$ cat config.mk
export PLATFORM = sky130hd
export DESIGN_NAME = cic_dec_ctrl_flat
export DESIGN_NICKNAME = d
export VERILOG_FILES = /design/src/rtl/cic_dec_ctrl_pkg.sv /design/src/rtl/cic_dec_ctrl_if.sv /design/src/rtl/cic_dec_ctrl_strobe.sv /design/src/rtl/cic_dec_ctrl.sv /design/src/flat_wrapper.sv
export SDC_FILE = /design/constraint.sdc
export NUM_CORES = 1
export LEC_CHECK = 0
export CAP_MARGIN = 20
export CORE_ASPECT_RATIO = 0.9
export CORE_MARGIN = 2
export CORE_UTILIZATION = 39
export DETAILED_ROUTE_END_ITERATION = 8
export PLACE_DENSITY = 0.76
export SYNTH_ARGS = -nofsm -noshare
export SYNTH_HDL_FRONTEND = slang
export SYNTH_SLANG_ARGS = --single-unit
export TNS_END_PERCENT = 100
$ cat constraint.sdc
create_clock -name clk -period 1.8 [get_ports clk]
set_input_delay 0.36 -clock clk [delete_from_list [all_inputs] [get_ports clk]]
set_output_delay 0.36 -clock clk [all_outputs]
set_load 0.02 [all_outputs]
$ cat src/rtl/cic_dec_ctrl_pkg.sv
`default_nettype none
// +--------------------------------------------------------------------+
// | cic_ctrl_pkg : shared types, sizes and legal-D check for the CIC    |
// | decimator controller.                                              |
// | Revision: 1.0                                                      |
// +--------------------------------------------------------------------+
package cic_ctrl_pkg;

  localparam int DEC_MAX = 16;
  localparam int DEC_W   = $clog2(DEC_MAX + 1);
  localparam int PHASE_W = $clog2(DEC_MAX);

  typedef enum logic [0:0] {
    ST_SETTLE = 1'b0,
    ST_RUN    = 1'b1
  } state_t;

  // Only power-of-two factors up to DEC_MAX are supported by the datapath.
  function automatic logic is_legal_dec(input logic [DEC_W-1:0] d);
    case (d)
      5'd1, 5'd2, 5'd4, 5'd8, 5'd16: return 1'b1;
      default:                       return 1'b0;
    endcase
  endfunction

endpackage
`default_nettype wire

$ cat src/rtl/cic_dec_ctrl_if.sv
`default_nettype none
// +--------------------------------------------------------------------+
// | cic_dec_ctrl_if : config, datapath and output handshake signals.   |
// | Revision: 1.0                                                      |
// +--------------------------------------------------------------------+
interface cic_dec_ctrl_if #(
  parameter int DW = 28
);
  import cic_ctrl_pkg::*;

  logic              in_valid;
  logic              cfg_req;
  logic [DEC_W-1:0]  cfg_dec;
  logic              cfg_ack;
  logic              cfg_err;
  logic [DEC_W-1:0]  cic_dec;
  logic [DW-1:0]     cic_y;
  logic              dec_stb;
  logic              busy;
  logic [DW-1:0]     out_data;
  logic              out_valid;
  logic              out_ready;
  logic              ovr;
  logic              ovr_clr;

  modport master (
    output in_valid, cfg_req, cfg_dec, cic_y, out_ready, ovr_clr,
    input  cfg_ack, cfg_err, cic_dec, dec_stb, busy, out_data, out_valid, ovr
  );

  modport slave (
    input  in_valid, cfg_req, cfg_dec, cic_y, out_ready, ovr_clr,
    output cfg_ack, cfg_err, cic_dec, dec_stb, busy, out_data, out_valid, ovr
  );

endinterface
`default_nettype wire

$ cat src/rtl/cic_dec_ctrl_strobe.sv
`default_nettype none
// +--------------------------------------------------------------------+
// | cic_dec_strobe : input-phase counter and decimated-rate strobe.    |
// | Revision: 1.0                                                      |
// +--------------------------------------------------------------------+
module cic_dec_strobe
  import cic_ctrl_pkg::*;
(
  input  wire logic              clk,
  input  wire logic              rst_n,
  input  wire logic              in_valid,
  input  wire logic [DEC_W-1:0]  cic_dec,
  input  wire logic              clear,
  output logic                   dec_stb
);

  logic [PHASE_W-1:0] r_phase;
  logic               r_stb;
  logic               w_last;

  assign w_last  = ({1'b0, r_phase} == (cic_dec - DEC_W'(1)));
  assign dec_stb = r_stb;

  // clear beats in_valid so the sample seen on a reconfiguration edge is not counted
  always_ff @(posedge clk or negedge rst_n) begin
    if (!rst_n) begin
      r_phase <= '0;
      r_stb   <= 1'b0;
    end else if (clear) begin
      r_phase <= '0;
      r_stb   <= 1'b0;
    end else begin
      r_stb <= in_valid && w_last;
      if (in_valid) begin
        r_phase <= w_last ? '0 : r_phase + PHASE_W'(1);
      end
    end
  end

endmodule
`default_nettype wire

$ cat src/rtl/cic_dec_ctrl.sv
`default_nettype none
// +--------------------------------------------------------------------+
// | cic_dec_ctrl : CIC decimation-factor control, settling and output  |
// | sample holding with overrun detection.                             |
// | Revision: 1.0                                                      |
// +--------------------------------------------------------------------+
module cic_dec_ctrl
  import cic_ctrl_pkg::*;
#(
  parameter int DW             = 28,
  parameter int SETTLE_OUTPUTS = 4
) (
  input  wire logic   clk,
  input  wire logic   rst_n,
  cic_dec_ctrl_if.slave bus
);

  localparam int c_settle_w = (SETTLE_OUTPUTS < 1) ? 1 : $clog2(SETTLE_OUTPUTS + 1);
  localparam logic [c_settle_w-1:0] c_settle_init = c_settle_w'(SETTLE_OUTPUTS);

  state_t                r_state;
  state_t                w_state_nxt;
  logic [c_settle_w-1:0] r_settle_cnt;
  logic [c_settle_w-1:0] w_settle_nxt;
  logic [DEC_W-1:0]      r_cic_dec;
  logic                  r_cfg_ack;
  logic                  r_cfg_err;
  logic [DW-1:0]         r_out_data;
  logic                  r_out_valid;
  logic                  r_ovr;

  logic w_accept;
  logic w_legal;
  logic w_reconf;
  logic w_dec_stb;
  logic w_capture;

  // the ack cycle itself blocks acceptance, so a held request repeats every other cycle
  assign w_accept  = bus.cfg_req && !r_cfg_ack;
  assign w_legal   = is_legal_dec(bus.cfg_dec);
  assign w_reconf  = w_accept && w_legal;
  assign w_capture = w_dec_stb && (r_state == ST_RUN);

  cic_dec_strobe u_strobe (
    .clk      (clk),
    .rst_n    (rst_n),
    .in_valid (bus.in_valid),
    .cic_dec  (r_cic_dec),
    .clear    (w_reconf),
    .dec_stb  (w_dec_stb)
  );

  always_ff @(posedge clk or negedge rst_n) begin
    if (!rst_n) begin
      r_state      <= ST_SETTLE;
      r_settle_cnt <= c_settle_init;
    end else begin
      r_state      <= w_state_nxt;
      r_settle_cnt <= w_settle_nxt;
    end
  end

  always_comb begin
    w_state_nxt  = r_state;
    w_settle_nxt = r_settle_cnt;
    if (w_reconf) begin
      w_state_nxt  = ST_SETTLE;
      w_settle_nxt = c_settle_init;
    end else begin
      case (r_state)
        ST_SETTLE: begin
          if (w_dec_stb) begin
            if (r_settle_cnt <= c_settle_w'(1)) begin
              w_state_nxt  = ST_RUN;
              w_settle_nxt = '0;
            end else begin
              w_settle_nxt = r_settle_cnt - c_settle_w'(1);
            end
          end
        end
        ST_RUN:  w_state_nxt = ST_RUN;
        default: w_state_nxt = ST_SETTLE;
      endcase
    end
  end

  always_ff @(posedge clk or negedge rst_n) begin
    if (!rst_n) begin
      r_cfg_ack <= 1'b0;
      r_cfg_err <= 1'b0;
      r_cic_dec <= DEC_W'(1);
    end else begin
      r_cfg_ack <= w_accept;
      r_cfg_err <= w_accept && !w_legal;
      if (w_reconf) begin
        r_cic_dec <= bus.cfg_dec;
      end
    end
  end

  // newest sample always wins; overrun only when the held one was never taken
  always_ff @(posedge clk or negedge rst_n) begin
    if (!rst_n) begin
      r_out_data  <= '0;
      r_out_valid <= 1'b0;
      r_ovr       <= 1'b0;
    end else begin
      if (w_capture) begin
        r_out_data  <= bus.cic_y;
        r_out_valid <= 1'b1;
      end else if (bus.out_ready) begin
        r_out_valid <= 1'b0;
      end
      if (w_capture && r_out_valid && !bus.out_ready) begin
        r_ovr <= 1'b1;
      end else if (bus.ovr_clr) begin
        r_ovr <= 1'b0;
      end
    end
  end

  assign bus.cfg_ack   = r_cfg_ack;
  assign bus.cfg_err   = r_cfg_err;
  assign bus.cic_dec   = r_cic_dec;
  assign bus.dec_stb   = w_dec_stb;
  assign bus.busy      = (r_state == ST_SETTLE);
  assign bus.out_data  = r_out_data;
  assign bus.out_valid = r_out_valid;
  assign bus.ovr       = r_ovr;

endmodule
`default_nettype wire

$ cat src/flat_wrapper.sv
// flat-port wrapper written by rule: the top's interface ports become plain ports
module cic_dec_ctrl_flat import cic_ctrl_pkg::*;
#(
  parameter int DW             = 28,
  parameter int SETTLE_OUTPUTS = 4
)
  (clk, rst_n, bus_in_valid, bus_cfg_req, bus_cfg_dec, bus_cic_y, bus_out_ready, bus_ovr_clr, bus_cfg_ack, bus_cfg_err, bus_cic_dec, bus_dec_stb, bus_busy, bus_out_data, bus_out_valid, bus_ovr);
  cic_dec_ctrl_if #(.DW(DW)) bus_i ();
  input  wire logic clk;
  input  wire logic rst_n;
  input wire logic [$bits(bus_i.in_valid)-1:0] bus_in_valid;
  input wire logic [$bits(bus_i.cfg_req)-1:0] bus_cfg_req;
  input wire logic [$bits(bus_i.cfg_dec)-1:0] bus_cfg_dec;
  input wire logic [$bits(bus_i.cic_y)-1:0] bus_cic_y;
  input wire logic [$bits(bus_i.out_ready)-1:0] bus_out_ready;
  input wire logic [$bits(bus_i.ovr_clr)-1:0] bus_ovr_clr;
  output wire logic [$bits(bus_i.cfg_ack)-1:0] bus_cfg_ack;
  output wire logic [$bits(bus_i.cfg_err)-1:0] bus_cfg_err;
  output wire logic [$bits(bus_i.cic_dec)-1:0] bus_cic_dec;
  output wire logic [$bits(bus_i.dec_stb)-1:0] bus_dec_stb;
  output wire logic [$bits(bus_i.busy)-1:0] bus_busy;
  output wire logic [$bits(bus_i.out_data)-1:0] bus_out_data;
  output wire logic [$bits(bus_i.out_valid)-1:0] bus_out_valid;
  output wire logic [$bits(bus_i.ovr)-1:0] bus_ovr;
  assign bus_i.in_valid = bus_in_valid;
  assign bus_i.cfg_req = bus_cfg_req;
  assign bus_i.cfg_dec = bus_cfg_dec;
  assign bus_i.cic_y = bus_cic_y;
  assign bus_i.out_ready = bus_out_ready;
  assign bus_i.ovr_clr = bus_ovr_clr;
  assign bus_cfg_ack = bus_i.cfg_ack;
  assign bus_cfg_err = bus_i.cfg_err;
  assign bus_cic_dec = bus_i.cic_dec;
  assign bus_dec_stb = bus_i.dec_stb;
  assign bus_busy = bus_i.busy;
  assign bus_out_data = bus_i.out_data;
  assign bus_out_valid = bus_i.out_valid;
  assign bus_ovr = bus_i.ovr;
  cic_dec_ctrl #(.DW(DW), .SETTLE_OUTPUTS(SETTLE_OUTPUTS)) u_core (.clk(clk), .rst_n(rst_n), .bus(bus_i));
endmodule
==> qor.yml <==
cp_max_fo: 4
coreArea_um2: 4860
grt_max_degree: 47
synth_flop_cell: "dfrtp_1"
finalHoldViolCount: 0
arrival_ns: 1.37
cts-root-buf: "clkbuf_8"
die_w_um: 79.0
avgSynthCellArea_um2: 13.9
fin_nets: 269
clkSlewWorstSetupHoldPaths_ns: 0.09
path_class: "flip-flop to output pin"
cts_hold_buffers: 0
ys_ff_latch: 46
post-dp-hpwl_um: 3040
outcome: "finished clean"
report.final.slew_viol_count: 0
cellPowerDensity_nw_per_um2: 1570
rsz0062_at_grt: "false"
clk-insertion-delay-late_ns: 0.29
vias: 1378
syn-instance-count: 142
fp.dieH_um: 71.5
antenna_found_initial: 0
grt-ovfl-total: 0
final_antenna_net_count: 0
synth_area_leaders: "dfrtp_1, mux2_2, dfstp_2"
yosys_warnings: 0
numCtsBuffers: 5
rows: 24
period_needed_ns: 1.73
dieArea_um2: 5650
yosys-top-cells-count: "dfrtp_1, mux2_2, nor3_1"
yosysMostFrequentCell: "dfrtp_1"
antenna_cells: 0
synth_edf_count: 0
endpoint: "bus_busy"
cap_viol_max_count: 0
fmax_mhz: 577
multi_input_area_um2: 782
drt_iter0_markers: 60
fill_cells: 405
synthToLayoutAreaGrowth_pct: 50.5
cp-start-kind: "flip-flop"
finalWeightedCongestion: 0.787
timing.rr.end: "u_core.u_strobe.dec_stb"
post-route-period-util_pct: 96.4
clk_path_buf_depth: 2
hold_class: "primary input to asynchronous set/reset pin"
required_ns: 1.44
irDropWorstVdd_v: 0.000730
power.leakage_nw: 1.26
grt_pass1_vias: 1334
setup_viol: 0
yosysTopAreaCellShare_pct: 55.7
tns_ns: 0
whs_ns: 0.0237
rr_startpoint: "u_core.bus.cic_dec[0]"
synthArstFlopShare_pct: 100
syn_nets: 184
cp-end-kind: "output pin"
drcViolationCount: 0
ys_seq_area_share_pct: 58.4
seq_area_um2: 1150
max_slew_margin_pct: 78.4
final.setup_skew_ns: 0.0107
post_drt_wl_per_cell_um: 13.8
initial_core_util_pct: 40.6
tightest_slew_ns: 0.322
clkSinkCount: 46
crit_path_start: "u_core.r_state"
drive_gt1_share_pct: 25.0
port_buffers: 77
vias_per_cell: 4.70
htreeDepth: 2
synth_area_um2: 1980
ys_types: 32
track_usage_pct: 14.3
ios: 78
firstDrtPassIters: 4
r2r_slack_ns: 0.08
grt_pass1_wl_um: 6270
yosys.area.top_type: "dfrtp_1"
routed_wl_um: 4050
cts_tree: "done"
reg2reg_depth: 6
## per-layer routing
| layer | part of all wire (%) | vias to the layer above | global-route usage, % |
|---|---|---|---|
| met2 | 51 | 36 | 23.7 |
| li1 | - | 659 | - |
| met3 | 4.7 | 2 | 3.15 |
| met4 | 0.84 | 0 | 5.17 |
| met5 | 0 | - | 0 |
| met1 | 43 | 681 | 18.5 |
## final cells by class
class / count / area share [%]
clock inverter: 1 / 0.294
timing repair buffer: 82 / 27.9
sequential: 46 / 38.8
tap: 65 / 2.73
multi-input combinational: 86 / 26.3
inverter: 6 / 0.757
clock buffer: 7 / 3.24
## stage by stage
step	worst slack [ns]	std cells	utilization [%]	total power [mW]	cell area, um^2
after CTS	0.0292	293	60.9	4.72	2960
final	0.0655	293	61.1	4.67	2970
after global routing	0.00560	293	61.1	4.95	2970
after detailed placement	-0.171	285	58.8	4.03	2860
after floorplan	0.0254	142	-	2.96	1980
after global placement	-0.134	285	58.8	3.97	2860
## where the power goes
| group | switching [mW] | internal, mW | leakage, nW |
|---|---|---|---|
| clock network | 0.331 | 0.352 | 0.0544 |
| logic | 1.00 | 1.20 | 0.654 |
| registers | 0.288 | 1.50 | 0.551 |
| total | 1.62 | 3.05 | 1.26 |
## worst min-delay path by stage
stage / slack (ns) / to / cells after the start / startpoint
2_1_floorplan: 0.06 / u_core.bus.cfg_ack / 0 / rst_n
3_3_place_gp: 0.36 / u_core.u_strobe.r_phase[0] / 2 / rst_n
3_5_place_dp: 0.36 / u_core.u_strobe.r_phase[0] / 2 / rst_n
4_1_cts: 0.03 / u_core.u_strobe.r_phase[0] / 2 / rst_n
5_1_grt: 0.03 / u_core.bus.out_data[15] / 2 / rst_n
6_report: 0.02 / u_core.u_strobe.r_phase[0] / 2 / rst_n
## cells in the final DEF (no fill, tap or decap), types with 2 or more instances in the layout
cell type / Yosys / routed
a21oi_1: 2 / 2
buf_12: 0 / 2
buf_4: 0 / 3
clkbuf_8: 0 / 7
clkdlybuf4s50_1: 0 / 74
dfrtp_1: 44 / 44
dfstp_2: 2 / 2
ha_1: 3 / 3
inv_1: 6 / 6
mux2_2: 33 / 33
nand2_1: 4 / 4
nor2_1: 4 / 4
nor2b_1: 4 / 4
nor3_1: 8 / 8
xnor2_1: 5 / 4
xor2_1: 6 / 6
## registers in the layout, summed over array words and instances (netlist names)
name                     cells
u_core.bus.out_data         28
u_core.bus.cic_dec           5
u_core.bus.out_valid         1
u_core.bus.cfg_err           1
u_core.bus.ovr               1
u_core.u_strobe.r_phase      4
u_core.bus.cfg_ack           1
u_core.r_settle_cnt          3
u_core.r_state               1
u_core.u_strobe.dec_stb      1
## repair_timing
item | 4_1_cts | 5_1_grt
cloned | 0 | 0
setup endpoints to repair | 1 | 5
gates resized for setup | 1 | 2
buffers inserted | 0 | 0
hold endpoints to repair | 0 | 0
pin swaps | 0 | 1
## worst max-delay path, stage by stage, from the launching register on
cell	delay, ns
dfrtp_1	0.42
inv_1	0.06
clkdlybuf4s50_1	0.60
## logic make-up (layout without fill, tap and decap cells)
logic type               after synthesis  after routing  share of synthesized area, %
flip-flops                            46             46                          58.4
adder cells (fa/ha/maj)                3              3                          1.90
AND/OR/NAND/NOR                       28             28                          8.61
AO/OA/AOI/OAI                          9              9                          3.74
XOR/XNOR                              11             11                          4.88
buffers and inverters                 10             96                          2.41
multiplexers                          35             35                          20.1
No activity file was read; power rests on OpenSTA's default activity.
